--- src/rtl/uart_pkg.sv ---
// Shared UART definitions: arbiter state encoding, baud divisors for a 50 MHz
// clock and default handshake timeouts.
package uart_pkg;

  typedef enum logic [1:0] {
    ARB       = 2'd0,
    ISSUE     = 2'd1,
    WAIT_ACK  = 2'd2,
    WAIT_DONE = 2'd3
  } arb_state_e;

  localparam logic [15:0] BPS_NUM_115200 = 16'd434;
  localparam logic [15:0] BPS_NUM_9600   = 16'd5208;
  localparam logic [15:0] BPS_NUM_4800   = 16'd10417;

  localparam logic [15:0] ACK_TIMEOUT_DEF  = 16'd8;
  localparam logic [31:0] LOCK_TIMEOUT_DEF = 32'd50000000;

endpackage

--- src/rtl/uart_tx_arbiter_if.sv ---
// Requester byte streams plus the uart_tx pulse/busy handshake.
// slave is the arbiter's view; master is the requesters and transmitter side.
interface uart_tx_arbiter_if #(
  parameter int unsigned NUM_REQ = 4
);
  logic [NUM_REQ-1:0]   req_valid;
  logic [8*NUM_REQ-1:0] req_data;
  logic [NUM_REQ-1:0]   req_last;
  logic [NUM_REQ-1:0]   req_ready;
  logic [7:0]           tx_data;
  logic                 tx_pluse;
  logic                 tx_busy;

  modport master (
    output req_valid, req_data, req_last, tx_busy,
    input  req_ready, tx_data, tx_pluse
  );

  modport slave (
    input  req_valid, req_data, req_last, tx_busy,
    output req_ready, tx_data, tx_pluse
  );
endinterface

--- src/rtl/uart_tx_arbiter_rr_pick.sv ---
// Combinational round-robin selector: first set bit of req_i scanning upward
// from ptr_i with wrap-around.
module rr_pick #(
  parameter int unsigned N = 4,
  parameter int unsigned W = $clog2(N)
) (
  input  logic [N-1:0] req_i,
  input  logic [W-1:0] ptr_i,
  output logic         found_o,
  output logic [W-1:0] idx_o
);

  always_comb begin
    found_o = 1'b0;
    idx_o   = '0;
    for (int unsigned i = 0; i < N; i++) begin
      int unsigned c;
      c = (32'(ptr_i) + i) % N;
      if (!found_o && req_i[c[W-1:0]]) begin
        found_o = 1'b1;
        idx_o   = c[W-1:0];
      end
    end
  end

endmodule

--- src/rtl/uart_tx_arbiter.sv ---
// Round-robin, packet-locking arbiter sharing one uart_tx among NUM_REQ byte
// sources; owns the pulse/busy handshake with ack and lock-idle timeouts.
module uart_tx_arbiter
  import uart_pkg::*;
#(
  parameter int unsigned NUM_REQ      = 4,
  parameter logic [15:0] ACK_TIMEOUT  = ACK_TIMEOUT_DEF,
  parameter logic [31:0] LOCK_TIMEOUT = LOCK_TIMEOUT_DEF
) (
  input  logic                       clk,
  input  logic                       rst,
  uart_tx_arbiter_if.slave           bus,
  output logic [$clog2(NUM_REQ)-1:0] gnt_id,
  output logic                       gnt_lock,
  output logic                       ack_err,
  output logic                       lock_err,
  output logic [15:0]                tx_cnt
);

  localparam int unsigned IDW = $clog2(NUM_REQ);

  arb_state_e       state_q;
  logic [IDW-1:0]   rr_ptr_q;
  logic [IDW-1:0]   gnt_id_q;
  logic             gnt_lock_q;
  logic [7:0]       tx_data_q;
  logic             tx_pluse_q;
  logic             last_q;
  logic [15:0]      ack_cnt_q;
  logic [31:0]      idle_cnt_q;
  logic             ack_err_q;
  logic             lock_err_q;
  logic [15:0]      tx_cnt_q;

  logic [NUM_REQ-1:0] elig;
  logic [IDW-1:0]     pick_ptr;
  logic [IDW-1:0]     pick_idx;
  logic               pick_found;
  logic               win;
  logic [7:0]         byte_d;
  logic               last_d;

  function automatic logic [IDW-1:0] next_id(input logic [IDW-1:0] id);
    if (32'(id) == NUM_REQ - 1) return '0;
    return id + 1'b1;
  endfunction

  // While locked only the owner of the packet is eligible.
  always_comb begin
    elig     = gnt_lock_q ? (bus.req_valid & (NUM_REQ'(1) << gnt_id_q)) : bus.req_valid;
    pick_ptr = gnt_lock_q ? gnt_id_q : rr_ptr_q;
  end

  rr_pick #(.N(NUM_REQ), .W(IDW)) u_rr_pick (
    .req_i   (elig),
    .ptr_i   (pick_ptr),
    .found_o (pick_found),
    .idx_o   (pick_idx)
  );

  always_comb begin
    win    = (state_q == ARB) && !bus.tx_busy && pick_found;
    byte_d = '0;
    last_d = 1'b0;
    for (int unsigned i = 0; i < NUM_REQ; i++) begin
      if (pick_idx == IDW'(i)) begin
        byte_d = bus.req_data[8*i +: 8];
        last_d = bus.req_last[i];
      end
    end
  end

  always_ff @(posedge clk) begin
    if (rst) begin
      state_q    <= ARB;
      rr_ptr_q   <= '0;
      gnt_id_q   <= '0;
      gnt_lock_q <= 1'b0;
      tx_data_q  <= '0;
      tx_pluse_q <= 1'b0;
      last_q     <= 1'b0;
      ack_cnt_q  <= '0;
      idle_cnt_q <= '0;
      ack_err_q  <= 1'b0;
      lock_err_q <= 1'b0;
      tx_cnt_q   <= '0;
    end else begin
      case (state_q)
        ARB: begin
          tx_pluse_q <= 1'b0;
          if (win) begin
            tx_data_q  <= byte_d;
            last_q     <= last_d;
            gnt_id_q   <= pick_idx;
            idle_cnt_q <= '0;
            ack_cnt_q  <= '0;
            tx_pluse_q <= 1'b1;
            state_q    <= ISSUE;
          end else if (gnt_lock_q && !bus.req_valid[gnt_id_q]) begin
            if (idle_cnt_q == LOCK_TIMEOUT - 32'd1) begin
              gnt_lock_q <= 1'b0;
              lock_err_q <= 1'b1;
              rr_ptr_q   <= next_id(gnt_id_q);
              idle_cnt_q <= '0;
            end else begin
              idle_cnt_q <= idle_cnt_q + 32'd1;
            end
          end
        end
        ISSUE: begin
          // The pulse cycle counts as the first of the ACK_TIMEOUT window.
          tx_pluse_q <= 1'b0;
          ack_cnt_q  <= ack_cnt_q + 16'd1;
          state_q    <= WAIT_ACK;
        end
        WAIT_ACK: begin
          if (bus.tx_busy) begin
            state_q <= WAIT_DONE;
          end else if (ack_cnt_q == ACK_TIMEOUT - 16'd1) begin
            ack_err_q  <= 1'b1;
            gnt_lock_q <= 1'b0;
            rr_ptr_q   <= next_id(gnt_id_q);
            state_q    <= ARB;
          end else begin
            ack_cnt_q <= ack_cnt_q + 16'd1;
          end
        end
        WAIT_DONE: begin
          if (!bus.tx_busy) begin
            tx_cnt_q <= tx_cnt_q + 16'd1;
            state_q  <= ARB;
            if (last_q) begin
              gnt_lock_q <= 1'b0;
              rr_ptr_q   <= next_id(gnt_id_q);
            end else begin
              gnt_lock_q <= 1'b1;
            end
          end
        end
        default: state_q <= ARB;
      endcase
    end
  end

  assign bus.req_ready = win ? (NUM_REQ'(1) << pick_idx) : '0;
  assign bus.tx_data   = tx_data_q;
  assign bus.tx_pluse  = tx_pluse_q;
  assign gnt_id        = gnt_id_q;
  assign gnt_lock      = gnt_lock_q;
  assign ack_err       = ack_err_q;
  assign lock_err      = lock_err_q;
  assign tx_cnt        = tx_cnt_q;

endmodule

--- src/flat_wrapper.sv ---
// flat-port wrapper written by rule: the top's interface ports become plain ports
module uart_tx_arbiter_flat import uart_pkg::*;
#(
  parameter int unsigned NUM_REQ      = 4,
  parameter logic [15:0] ACK_TIMEOUT  = ACK_TIMEOUT_DEF,
  parameter logic [31:0] LOCK_TIMEOUT = LOCK_TIMEOUT_DEF
)
  (clk, rst, gnt_id, gnt_lock, ack_err, lock_err, tx_cnt, bus_req_valid, bus_req_data, bus_req_last, bus_tx_busy, bus_req_ready, bus_tx_data, bus_tx_pluse);
  uart_tx_arbiter_if #(.NUM_REQ(NUM_REQ)) bus_i ();
  input  logic clk;
  input  logic rst;
  output logic [$clog2(NUM_REQ)-1:0] gnt_id;
  output logic gnt_lock;
  output logic ack_err;
  output logic lock_err;
  output logic [15:0] tx_cnt;
  input wire logic [$bits(bus_i.req_valid)-1:0] bus_req_valid;
  input wire logic [$bits(bus_i.req_data)-1:0] bus_req_data;
  input wire logic [$bits(bus_i.req_last)-1:0] bus_req_last;
  input wire logic [$bits(bus_i.tx_busy)-1:0] bus_tx_busy;
  output wire logic [$bits(bus_i.req_ready)-1:0] bus_req_ready;
  output wire logic [$bits(bus_i.tx_data)-1:0] bus_tx_data;
  output wire logic [$bits(bus_i.tx_pluse)-1:0] bus_tx_pluse;
  assign bus_i.req_valid = bus_req_valid;
  assign bus_i.req_data = bus_req_data;
  assign bus_i.req_last = bus_req_last;
  assign bus_i.tx_busy = bus_tx_busy;
  assign bus_req_ready = bus_i.req_ready;
  assign bus_tx_data = bus_i.tx_data;
  assign bus_tx_pluse = bus_i.tx_pluse;
  uart_tx_arbiter #(.NUM_REQ(NUM_REQ), .ACK_TIMEOUT(ACK_TIMEOUT), .LOCK_TIMEOUT(LOCK_TIMEOUT)) u_core (.clk(clk), .rst(rst), .bus(bus_i), .gnt_id(gnt_id), .gnt_lock(gnt_lock), .ack_err(ack_err), .lock_err(lock_err), .tx_cnt(tx_cnt));
endmodule
--- config.mk ---
export PLATFORM = sky130hd
export DESIGN_NAME = uart_tx_arbiter_flat
export DESIGN_NICKNAME = d
export VERILOG_FILES = /design/src/rtl/uart_pkg.sv /design/src/rtl/uart_tx_arbiter_if.sv /design/src/rtl/uart_tx_arbiter_rr_pick.sv /design/src/rtl/uart_tx_arbiter.sv /design/src/flat_wrapper.sv
export SDC_FILE = /design/constraint.sdc
export NUM_CORES = 1
export LEC_CHECK = 0
export ABC_AREA = 1
export CAP_MARGIN = 20
export CORE_MARGIN = 2
export CORE_UTILIZATION = 44
export DETAILED_ROUTE_END_ITERATION = 10
export GPL_ROUTABILITY_DRIVEN = 1
export PLACE_DENSITY = 0.67
export SKIP_LAST_GASP = 1
export SLEW_MARGIN = 30
export SYNTH_ARGS = -nofsm -noshare
export SYNTH_HDL_FRONTEND = slang
export SYNTH_HIERARCHICAL = 1
export SYNTH_SLANG_ARGS = --single-unit
--- constraint.sdc ---
create_clock -name clk -period 3 [get_ports clk]
set_input_delay 0.6 -clock clk [delete_from_list [all_inputs] [get_ports clk]]
set_output_delay 0.6 -clock clk [all_outputs]
set_load 0.01 [all_outputs]
* Yosys cells after proc, flatten, opt, wreduce, memory -nomap -nowiden
Index checks and enable logic that the tools add are counted.
** Word-level totals
- Flip-flop bits (word level) :: 83
- Output and inout bits :: 34
- Logic and storage cells :: 151
** Operators by class
- $add $sub $neg :: 7
- $lt $le $gt $ge :: 5
- Equality and inequality tests :: 19
- Shifts and indexed selects :: 2
- Mux-type cells :: 77
- Bitwise gates (word level) :: 3
- Reductions and logical operators :: 26
** Operator list (count)
- $mux 32 :: 3
- $mux 16 :: 3
- $pmux 16 s3 :: 1
- $mux 2 :: 20
- $mux 1 :: 35
- $add 16x1->16 const B :: 2
- $add 32x1->32 const B :: 1
- $eq 32x26->1 const B :: 1
- $mux 8 :: 4
- $eq 16x3->1 const B :: 1
- $lt 2x3->1 const B :: 5
- $ne 2x2->1 const B :: 6
- $bmux 1 s2 :: 5
- $eq 2x2->1 const B :: 5
- $mux 4 :: 2
- $pmux 2 s4 :: 1
- $reduce_and 4->1 :: 2
- $reduce_and 8->1 :: 1
- $shl 1x2->4 const A :: 2
- $reduce_and 7->1 :: 1
- $logic_and 1x1->1 :: 6
- $ne 2x1->1 const B :: 3
- $pmux 2 s3 :: 1
- $reduce_and 2->1 :: 3
- 13 further kinds :: 25

* Logic depth before layout (Yosys ltp)
Gate-level depths: netlist of the first run.
- Depth in word-level cells :: 24
- Depth in mapped cells :: 21
- Mapped depth without buffers :: 21

* Hierarchy
The synthesis of the first run kept the hierarchy.
** By module, submodules not included
- uart_tx_arbiter :: times used 1, cells an instance 746, area an instance 4923.5 um2, sequential area each 1661.6 um2
- rr_pick :: times used 1, cells an instance 59, area an instance 319.1 um2, sequential area each 0.0 um2

* Worst setup path after synthesis of the first run
Ideal clock, no wire load.
- Path type :: register -> output
- From :: register u_core.gnt_id_q[0] (netlist: u_core/gnt_id[0])
- To :: output port bus_req_ready[1]
- Arrival :: 2.300 ns
- Setup slack :: 0.100 ns
- Cell stages (with the launch flop) :: 17
- Cell sequence :: dfxtp_1 -> inv_2 -> ha_1 -> o21a_1 -> inv_1 -> nand2_1 -> nand3_2 -> nand2_4 -> nor2_4 -> nand3_2 -> nand2_1 -> nand2_1 -> inv_1 -> clkbuf_1 -> clkbuf_1 -> nand2_1 -> nor2_1
** Between the ends
- Word-level cells in the longest chain between the ends :: 17
- Elaborated cells between the ends (all ways) :: 32
- Classes of those cells :: 3 x add/sub; 2 x shift; 19 x mux; 1 x bitwise; 7 x reduce/logical
** RTL lines
- start: declaration :: RTL line uart_tx_arbiter.sv:24 : logic [IDW-1:0] gnt_id_q;
- start signal: assignment :: RTL line uart_tx_arbiter.sv:94 : gnt_id_q <= pick_idx;
- $shl 1x2->4 * :: RTL line uart_tx_arbiter.sv:50 : elig = gnt_lock_q ? (bus.req_valid & (NUM_REQ'(1) << gnt_id_q)) : bus.req_valid;
- $and 4x4->4 * :: RTL line uart_tx_arbiter.sv:50
- $mux 4 * :: RTL line uart_tx_arbiter.sv:50
- net u_core.elig[0] :: RTL line uart_tx_arbiter.sv:35 : logic [NUM_REQ-1:0] elig;
- $bmux 1 s2 :: RTL line uart_tx_arbiter_rr_pick.sv:19 : if (!found_o && req_i[c[W-1:0]]) begin
- $mux 1 (not written as such) :: RTL line uart_tx_arbiter_rr_pick.sv:19
- $mux 1 :: RTL line uart_tx_arbiter_rr_pick.sv:19
- $logic_not 1->1 :: RTL line uart_tx_arbiter_rr_pick.sv:19
- (+3 left out)
- $logic_and 1x1->1 :: RTL line uart_tx_arbiter_rr_pick.sv:19
- $mux 1 :: RTL line uart_tx_arbiter_rr_pick.sv:19
- $logic_not 1->1 :: RTL line uart_tx_arbiter_rr_pick.sv:19
- $logic_and 1x1->1 :: RTL line uart_tx_arbiter_rr_pick.sv:19
- $mux 2 * :: RTL line uart_tx_arbiter_rr_pick.sv:19
- net u_core.pick_idx[0] :: RTL line uart_tx_arbiter.sv:37 : logic [IDW-1:0] pick_idx;
- $shl 1x2->4 * :: RTL line uart_tx_arbiter.sv:145 : assign bus.req_ready = win ? (NUM_REQ'(1) << pick_idx) : '0;
- $mux 4 * :: RTL line uart_tx_arbiter.sv:145
- end: declaration :: RTL line flat_wrapper.sv:21 : output wire logic [$bits(bus_i.req_ready)-1:0] bus_req_ready;
The timed path passes the listed nets; every way through them passes the cells marked *. The select of a mux whose other input is x is not followed.

* Worst setup path in the final report of the first run
- From :: input port bus_req_valid[3]
- To :: output port bus_req_ready[0]
** Between the ends
- Word-level cells in the longest chain between the ends :: 16
- Elaborated cells between the ends (all ways) :: 27
- Classes of those cells :: 1 x shift; 18 x mux; 1 x bitwise; 7 x reduce/logical
** RTL lines
- start: declaration :: RTL line flat_wrapper.sv:17 : input wire logic [$bits(bus_i.req_valid)-1:0] bus_req_valid;
- $and 4x4->4 :: RTL line uart_tx_arbiter.sv:50
- $mux 4 * :: RTL line uart_tx_arbiter.sv:50
- net u_core.elig[3] :: RTL line uart_tx_arbiter.sv:35
- $bmux 1 s2 :: RTL line uart_tx_arbiter_rr_pick.sv:19
- $mux 1 (not written as such) :: RTL line uart_tx_arbiter_rr_pick.sv:19
- $mux 1 :: RTL line uart_tx_arbiter_rr_pick.sv:19
- $logic_not 1->1 :: RTL line uart_tx_arbiter_rr_pick.sv:19
- $logic_and 1x1->1 :: RTL line uart_tx_arbiter_rr_pick.sv:19
- (+2 left out)
- $logic_and 1x1->1 :: RTL line uart_tx_arbiter_rr_pick.sv:19
- $mux 1 :: RTL line uart_tx_arbiter_rr_pick.sv:19
- $logic_not 1->1 :: RTL line uart_tx_arbiter_rr_pick.sv:19
- $logic_and 1x1->1 :: RTL line uart_tx_arbiter_rr_pick.sv:19
- $mux 2 * :: RTL line uart_tx_arbiter_rr_pick.sv:19
- net u_core.pick_idx[0] :: RTL line uart_tx_arbiter.sv:37
- $shl 1x2->4 * :: RTL line uart_tx_arbiter.sv:145
- $mux 4 * :: RTL line uart_tx_arbiter.sv:145
Marked as above.

==> results of run 1 <==
## final cells by class
cell class              count  area share [%]
clock inverters             5            1.23
multi-input cells         611            46.6
repair buffers            125            17.0
flip-flops and latches     83            24.1
well taps                 143            2.58
inverters                  92            5.05
clock buffers              11            3.50
## worst reg2reg max path: cells and delay by family, from the launching register on
family / cells / cell delay, ps
compound gates: 3 / 580
fa+ha+maj: 1 / 140
buf+inv: 7 / 870
flops: 1 / 380
simple gates: 10 / 740
## flip-flops by register name, summed over array words and instances (netlist names)
| name | cells |
|---|---|
| u_core/bus.tx_data | 8 |
| u_core/ack_err | 1 |
| u_core/last_q | 1 |
| u_core/lock_err | 1 |
| u_core/gnt_id | 2 |
| u_core/bus.tx_pluse | 1 |
| u_core/ack_cnt_q | 16 |
| u_core/tx_cnt | 16 |
| u_core/gnt_lock | 1 |
| u_core/rr_ptr_q | 2 |
| u_core/idle_cnt_q | 32 |
| u_core/state_q | 2 |
## power by group through the flow
stage / Clock, mW / Sequential [mW] / Combinational, mW
floorplan: 0 / 1.31 / 2.00
global placement: 0 / 1.29 / 3.31
detailed placement: 0 / 1.29 / 3.35
CTS: 1.26 / 1.27 / 3.49
global route: 1.30 / 1.29 / 4.16
finish: 1.23 / 1.28 / 3.81
## cell usage after synthesis (4+ instances only)
cell type,n
sky130_fd_sc_hd__dfxtp_1,83
sky130_fd_sc_hd__nand3_2,5
sky130_fd_sc_hd__nor3_1,22
sky130_fd_sc_hd__nand4_1,24
sky130_fd_sc_hd__a221oi_1,4
sky130_fd_sc_hd__ha_1,11
sky130_fd_sc_hd__xor2_1,11
sky130_fd_sc_hd__nor3_2,10
sky130_fd_sc_hd__buf_6,6
sky130_fd_sc_hd__o21a_1,7
sky130_fd_sc_hd__clkbuf_1,7
sky130_fd_sc_hd__nand3b_1,6
sky130_fd_sc_hd__nand2_1,202
sky130_fd_sc_hd__o21ai_0,29
sky130_fd_sc_hd__nand2_2,15
sky130_fd_sc_hd__nor2_2,14
sky130_fd_sc_hd__nor2_1,104
sky130_fd_sc_hd__nand2_4,6
sky130_fd_sc_hd__a41oi_1,4
sky130_fd_sc_hd__nand3_1,59
sky130_fd_sc_hd__o21ai_1,6
sky130_fd_sc_hd__inv_1,81
sky130_fd_sc_hd__a21oi_1,56
sky130_fd_sc_hd__inv_2,8
## through the flow
step / hold slack (ps) / util [%]
after floorplan: 457 / -
after global placement: 457 / 55.6
after detailed placement: 465 / 55.6
after CTS: 475 / 58.9
after global routing: 492 / 60.2
final: 475 / 60.2
## logic make-up after synthesis
group	count (synthesis)
and+or+nand+nor	475
adders and majority gates	11
buffers and inverters	111
DFF	83
AOI/OAI and AO/OA	114
xor gates and xnor gates	11
## what timing repair did
| item | 4_1_cts | 5_1_grt |
|---|---|---|
| endpoints found under the setup margin | 11 | 22 |
| hold buffers | 0 | 0 |
| setup buffers | 5 | 4 |
| resized for setup | 32 | 38 |
| pin swaps | 9 | 17 |
## per-layer routing
layer	global-route usage, %	wire length [um]	vias up
met2	42.0	7480	183
met3	6.70	893	37
met4	9.67	415	0
met5	0	0	-
met1	26.5	6280	2645
li1	-	-	2862
## cell usage in the layout (no fill, tap or decap), drive strengths merged, types with 24 or more instances in the layout
master / netlist / routed
a21oi: 57 / 57
buf: 12 / 53
clkdlybuf4s50: 0 / 72
dfxtp: 83 / 83
inv: 89 / 90
nand2: 223 / 223
nand3: 64 / 64
nand4: 24 / 24
nor2: 121 / 121
nor3: 32 / 32
o21ai: 35 / 35
## worst min-delay path by stage
stage / to / slack [ps] / startpoint / cells after the start
after floorplan: u_core/ack_cnt_q[14]$_SDFFE_PP0P_ / 460 / u_core/ack_cnt_q[14]$_SDFFE_PP0P_ / 2
after global placement: u_core/ack_err$_SDFFE_PP0P_ / 460 / u_core/ack_err$_SDFFE_PP0P_ / 1
after detailed placement: u_core/tx_cnt[14]$_SDFFE_PP0P_ / 460 / u_core/tx_cnt[14]$_SDFFE_PP0P_ / 2
after CTS: u_core/tx_cnt[14]$_SDFFE_PP0P_ / 480 / u_core/tx_cnt[14]$_SDFFE_PP0P_ / 2
after global routing: u_core/tx_cnt[14]$_SDFFE_PP0P_ / 490 / u_core/tx_cnt[14]$_SDFFE_PP0P_ / 2
final: u_core/tx_cnt[14]$_SDFFE_PP0P_ / 480 / u_core/tx_cnt[14]$_SDFFE_PP0P_ / 2
==> flow_summary.json, run 1 <==
{
  "outcome": "finished, final reports clean",
  "crit_fanout": 5,
  "ff2ff_path_depth": 21,
  "detailroute.via_count": 5727,
  "synth_edf_count": 0,
  "multi_input_comb_area_um2": 3230,
  "cp_data_arrival_time_ps": 2380,
  "critPathRequiredTime_ps": 2400,
  "die_area_um2": 12800,
  "final_hold_vio_count": 0,
  "largest_net_degree_at_the_start_of_global_routing": 25,
  "power.leakage_nw": 2.70,
  "p_seq_share_pct": 20.2,
  "cp_cell_sequence": "clkdlybuf4s50_1 > inv_1 > a21oi_2 > inv_2 > nand2_2 > nand3_1 > nand2_2 > inv_1 > buf_4 > nand3_2 > nand2_2 > nand2_2 > inv_4 > nor3_2 > buf_2",
  "power_switching_share_pct": 43.2,
  "synth_seq_cells": 83,
  "final_area_um2": 6940,
  "yosysSeqAreaShare_pct": 31.7,
  "place_hpwl_mm": 11.2,
  "finalSetupViolations": 0,
  "detail_route.drc_violations": 0,
  "synth_top_family_by_area": "simple AND/OR/NAND/NOR gates",
  "core_region_area_um2": 11500,
  "io_pins": 77,
  "rsz_0062_raised_after_global_routing": "true",
  "synth_largest_area_cell": "sky130_fd_sc_hd__dfxtp_1",
  "site_row_count": 39,
  "die_h_um": 113,
  "gr-usage-all-layers_pct": 23.6,
  "first_global_vias": 5477,
  "endpoint": "bus_req_ready[0]",
  "worst_slew_pin_slew_ps": 496,
  "regToRegSetupSlack_ps": 170,
  "clock_network_latency_to_the_later_pin_of_the_worst_skew_pair_ps": 350,
  "worst-path-stages": 15,
  "root_buffer": "sky130_fd_sc_hd__clkbuf_16",
  "report.final.slew_viol_count": 0,
  "synth_fa_ha_area_share_pct": 2.63,
  "final_min_period_over_clock_period_pct": 99.4,
  "synth_cell_type_count": 39,
  "async_reset_ff_share_pct": 0,
  "dpl.cell_count": 1046,
  "start_kind": "input pin",
  "synth-compound-area-share_pct": 12.2,
  "num-fill-cells": 1083,
  "crit_family": "buffers and inverters",
  "area_growth_pct": 32.3,
  "synth_top_area_cells": "sky130_fd_sc_hd__dfxtp_1 (32%), sky130_fd_sc_hd__nand2_1 (14%), sky130_fd_sc_hd__nor2_1 (7.4%)",
  "io_buffers": 76,
  "gpl_congestion": 0.922,
  "diodes": 0,
  "drtAntennaViolNets": 0,
  "synthFlopType": "sky130_fd_sc_hd__dfxtp_1",
  "antenna_found_initial": 0,
  "fin_ws_ps": 17.0,
  "postRouteWirelength_mm": 15.1,
  "max_freq_ghz": 0.335,
  "synthXorXnorAreaFrac_pct": 1.84,
  "clkPwrFrac_pct": 19.5,
  "critPathKind": "input pin to output port",
  "synthSimpleGateAreaFrac_pct": 42.6,
  "clock_sink_count": 83,
  "path_common_cell": "sky130_fd_sc_hd__nand2_2",
  "area_post_placement_um2": 6410,
  "timing.clock.skew_ps": 8.18,
  "cts_tree": "done",
  "drive_above_1_share_pct": 17.9,
  "critical_path.startpoint": "bus_req_valid[3]",
  "avgViaCountPerCell": 5.35,
  "share_comb_of_total_power_pct": 60.3,
  "grt_first_pass_wirelength_mm": 24.7,
  "maxCapViolations": 0,
  "synth_cells": 805,
  "cp.buffers_inverters": 7,
  "layout_min_cycle_time_ps": 2980,
  "synth.top_cell.area_share_pct": 31.7,
  "clkTransAtPathRegs_ps": 60,
  "synth_area_um2": 5240,
  "total_switching_power_mw": 2.73,
  "worstHoldPathType": "register to register",
  "grt.overflow.total": 0,
  "p_int_mw": 3.59,
  "max_stage_delay_ps": 450,
  "post_synth_mux_area_share_pct": 0,
  "final_nets": 976,
  "synthesis.nets": 859,
  "number_of_iterations_in_the_first_detailed_routing_pass": 4,
  "clock_tree.buffer_depth": 2,
  "powerDensity_nw_per_um2": 912,
  "synth_warnings": 6,
  "die_span_in_x_um": 113,
  "cts_inserted_buffers": 9,
  "critical_path.endpoint_type": "output port",
  "synth.avg_cell_area_um2": 6.51,
  "critical_register_to_register_path_endpoint": "u_core/bus.tx_data[0]$_SDFFE_PP0P_",
  "post-layout-total-power_mw": 6.33,
  "cts_htree_levels": 3,
  "number_of_drc_violations_after_detailed_routing_iteration_0": 322,
  "register_area_um2": 1670,
  "drt-wirelength-per-cell_um": 14.1,
  "crit_slowest_cell": "sky130_fd_sc_hd__clkdlybuf4s50_1",
  "dp_slack_ps": -526,
  "r2r-start": "u_core/gnt_id[0]$_SDFFE_PP0P_",
  "fin_tns_setup_ps": 0,
  "max-slew-margin-rel_pct": 66.7,
  "power.ir.vdd_worst_mv": 0.922,
  "number_of_cells_in_the_finished_layout_apart_from_fillers": 1070,
  "starting_utilization_of_the_core_area_pct": 45.5
}
Note: power is estimated with default switching activity, not from simulation.
==> run 2, diff against run 1 <==
--- a/config.mk
+++ b/config.mk
@@ -7,6 +7,7 @@
 export LEC_CHECK = 0
 export ABC_AREA = 1
 export CAP_MARGIN = 20
+export CORE_ASPECT_RATIO = 0.5
 export CORE_MARGIN = 2
 export CORE_UTILIZATION = 44
 export DETAILED_ROUTE_END_ITERATION = 10
==> run 2 against run 1 <==
  * Global-route usage is 1.1 points lower
  * Final cell count is 1.5% higher
  * Clock power is 9% lower
  * Count of clock-buffer cells in the layout stayed put
  * Setup slack better by 100 ps
  * Sequential power hardly changed
  * Highest routed layer unchanged
  * First-iteration DRC count is 17% lower
  * Utilization is 1.6 points lower
  * Non-clock buffer count is 6 lower
==> flow_summary.json, run 2 (same netlist as run 1, synthesis figures left out) <==
{
  "outcome": "finished, final reports clean",
  "cp_data_arrival_time_ps": 2280,
  "grt_first_pass_wirelength_mm": 23.2,
  "maxCapViolations": 0,
  "core_region_area_um2": 11700,
  "io_buffers": 76,
  "clkTransAtPathRegs_ps": 60,
  "detail_route.drc_violations": 0,
  "final_cell_mix": "sky130_fd_sc_hd__nand2_1 (194), sky130_fd_sc_hd__nor2_1 (98), sky130_fd_sc_hd__dfxtp_1 (80)",
  "area_growth_pct": 30.8,
  "regToRegSetupSlack_ps": 260,
  "path_common_cell": "sky130_fd_sc_hd__nand2_2",
  "place_hpwl_mm": 10.6,
  "cp_cell_sequence": "o21ai_1 > buf_4 > buf_12 > nand2_2 > nand2_2 > nand2_4 > nand2_4 > nor2_4 > nand3b_1 > nand2_1 > nor2_2 > buf_6 > nand2_2 > nor2_2 > buf_2",
  "register_area_um2": 1670,
  "critPathKind": "register to output port",
  "layout.core_utilization_pct": 58.6,
  "crit_slowest_cell": "sky130_fd_sc_hd__dfxtp_4",
  "max-slew-margin-rel_pct": 67.3,
  "regMostFlops": "u_core/idle_cnt_q",
  "area_post_placement_um2": 6390,
  "gpl_congestion": 0.922,
  "antenna_found_initial": 0,
  "dp_slack_ps": -421,
  "postRouteWirelength_mm": 14.2,
  "multi_input_comb_area_um2": 3220,
  "critical_path.startpoint": "u_core/gnt_lock$_SDFFE_PP0P_",
  "worstHoldPathType": "register to register",
  "layout_min_cycle_time_ps": 2880,
  "dpl.cell_count": 1065,
  "r2r-start": "u_core/gnt_lock$_SDFFE_PP0P_",
  "power.ir.vdd_worst_mv": 0.704,
  "mostFrequentLayoutCell": "sky130_fd_sc_hd__nand2_1",
  "io_pins": 77,
  "max_stage_delay_ps": 360,
  "cts_tree": "done",
  "max_freq_ghz": 0.347,
  "diodes": 0,
  "drtAntennaViolNets": 0,
  "crit_family": "simple AND/OR/NAND/NOR gates",
  "final_hold_vio_count": 0,
  "number_of_cells_in_the_finished_layout_apart_from_fillers": 1086,
  "final_area_um2": 6860,
  "clock_sink_count": 83,
  "starting_utilization_of_the_core_area_pct": 44.8,
  "avgViaCountPerCell": 5.01,
  "critPathRequiredTime_ps": 2400,
  "start_kind": "register",
  "largest_register_ff_count": 32,
  "finalSetupViolations": 0,
  "number_of_iterations_in_the_first_detailed_routing_pass": 4,
  "cts_htree_levels": 3,
  "die_span_in_x_um": 158,
  "power.leakage_nw": 2.70,
  "ff2ff_path_depth": 20,
  "grt.overflow.total": 0,
  "cts_inserted_buffers": 9,
  "largest_net_degree_at_the_start_of_global_routing": 36,
  "critical_register_to_register_path_endpoint": "u_core/ack_cnt_q[6]$_SDFFE_PP0P_",
  "final_min_period_over_clock_period_pct": 96.1,
  "site_row_count": 28,
  "worst-path-stages": 15,
  "clock_network_latency_to_the_later_pin_of_the_worst_skew_pair_ps": 340,
  "cp.buffers_inverters": 4,
  "fin_ws_ps": 117,
  "cts_hold_buffers": 0,
  "number_of_drc_violations_after_detailed_routing_iteration_0": 267,
  "detailroute.via_count": 5446,
  "die_h_um": 81.2,
  "crit_fanout": 6,
  "timing.clock.skew_ps": 7.01,
  "drt-wirelength-per-cell_um": 13.1,
  "first_global_vias": 5010,
  "clock_tree.buffer_depth": 2,
  "critical_path.endpoint_type": "output port",
  "final_nets": 970,
  "report.final.slew_viol_count": 0,
  "root_buffer": "sky130_fd_sc_hd__clkbuf_16",
  "drive_above_1_share_pct": 17.3,
  "worst_slew_pin_slew_ps": 487,
  "num-fill-cells": 1174,
  "powerDensity_nw_per_um2": 874,
  "die_area_um2": 12900,
  "gr-usage-all-layers_pct": 22.6,
  "endpoint": "bus_req_ready[2]"
}
run 2: cell types whose count changed in the layout (fill, tap and decap cells not counted), sizes merged:
cell | before | now
buf | 53 | 47
clkdlybuf4s50 | 72 | 68
dlymetal6s2s | 0 | 4
bufinv | 2 | 1
inv | 90 | 91
run 2: layer usage:
metal  share of wire [%]  vias to the layer above  track usage, %
met5                   0                        -               0
met4                 1.6                        0            6.22
met3                 4.4                       19            5.39
met2                  46                      115            38.6
met1                  48                     2463            28.8
li1                    -                     2849               -
run 2: through the flow:
stage | TNS, ps | power (mW) | hold slack, ps
after floorplan | 0 | 3.31 | 457
after global placement | -4790 | 4.53 | 451
after detailed placement | -5020 | 4.54 | 455
after CTS | -80.3 | 5.70 | 471
after global routing | -155 | 6.46 | 497
final | 0 | 5.99 | 466
run 2: power by group:
group          switching, mW  internal, mW
sequential            0.0644          1.21
combinational           2.11          1.49
clock                  0.447         0.672
run 2: layout make-up:
class | count | area share [%]
Clock buffer | 11 | 3.54
Clock inverter | 5 | 0.876
Inverter | 92 | 5.07
Multi-Input combinational cell | 611 | 46.9
Sequential cell | 83 | 24.4
Tap cell | 165 | 3.01
Timing Repair Buffer | 119 | 16.3
run 2: repair_timing:
action	in CTS	in global routing
setup buffers	0	5
setup endpoints to repair	4	22
gates resized for setup	19	48
pin swaps	0	17
cloned	0	0
run 2: worst min path at each step:
stage	start	to	slack, ps	cells after the start
after floorplan	u_core/ack_cnt_q[14]$_SDFFE_PP0P_	u_core/ack_cnt_q[14]$_SDFFE_PP0P_	460	2
after global placement	u_core/ack_err$_SDFFE_PP0P_	u_core/ack_err$_SDFFE_PP0P_	450	1
after detailed placement	u_core/lock_err$_SDFFE_PP0P_	u_core/lock_err$_SDFFE_PP0P_	460	1
after CTS	u_core/lock_err$_SDFFE_PP0P_	u_core/lock_err$_SDFFE_PP0P_	470	1
after global routing	u_core/tx_cnt[14]$_SDFFE_PP0P_	u_core/tx_cnt[14]$_SDFFE_PP0P_	500	2
final	u_core/lock_err$_SDFFE_PP0P_	u_core/lock_err$_SDFFE_PP0P_	470	1
==> run 3, diff against run 2 <==
--- a/config.mk
+++ b/config.mk
@@ -19,3 +19,4 @@
 export SYNTH_HDL_FRONTEND = slang
 export SYNTH_HIERARCHICAL = 1
 export SYNTH_SLANG_ARGS = --single-unit
+export TNS_END_PERCENT = 20
==> results of run 3 <==
Same layout as run 2: the final DEF is identical, and so are final timing and power.
Main changes from that run: number of gates resized after CTS 19 -> 13; via count of the first global-routing pass 5010 -> 5014
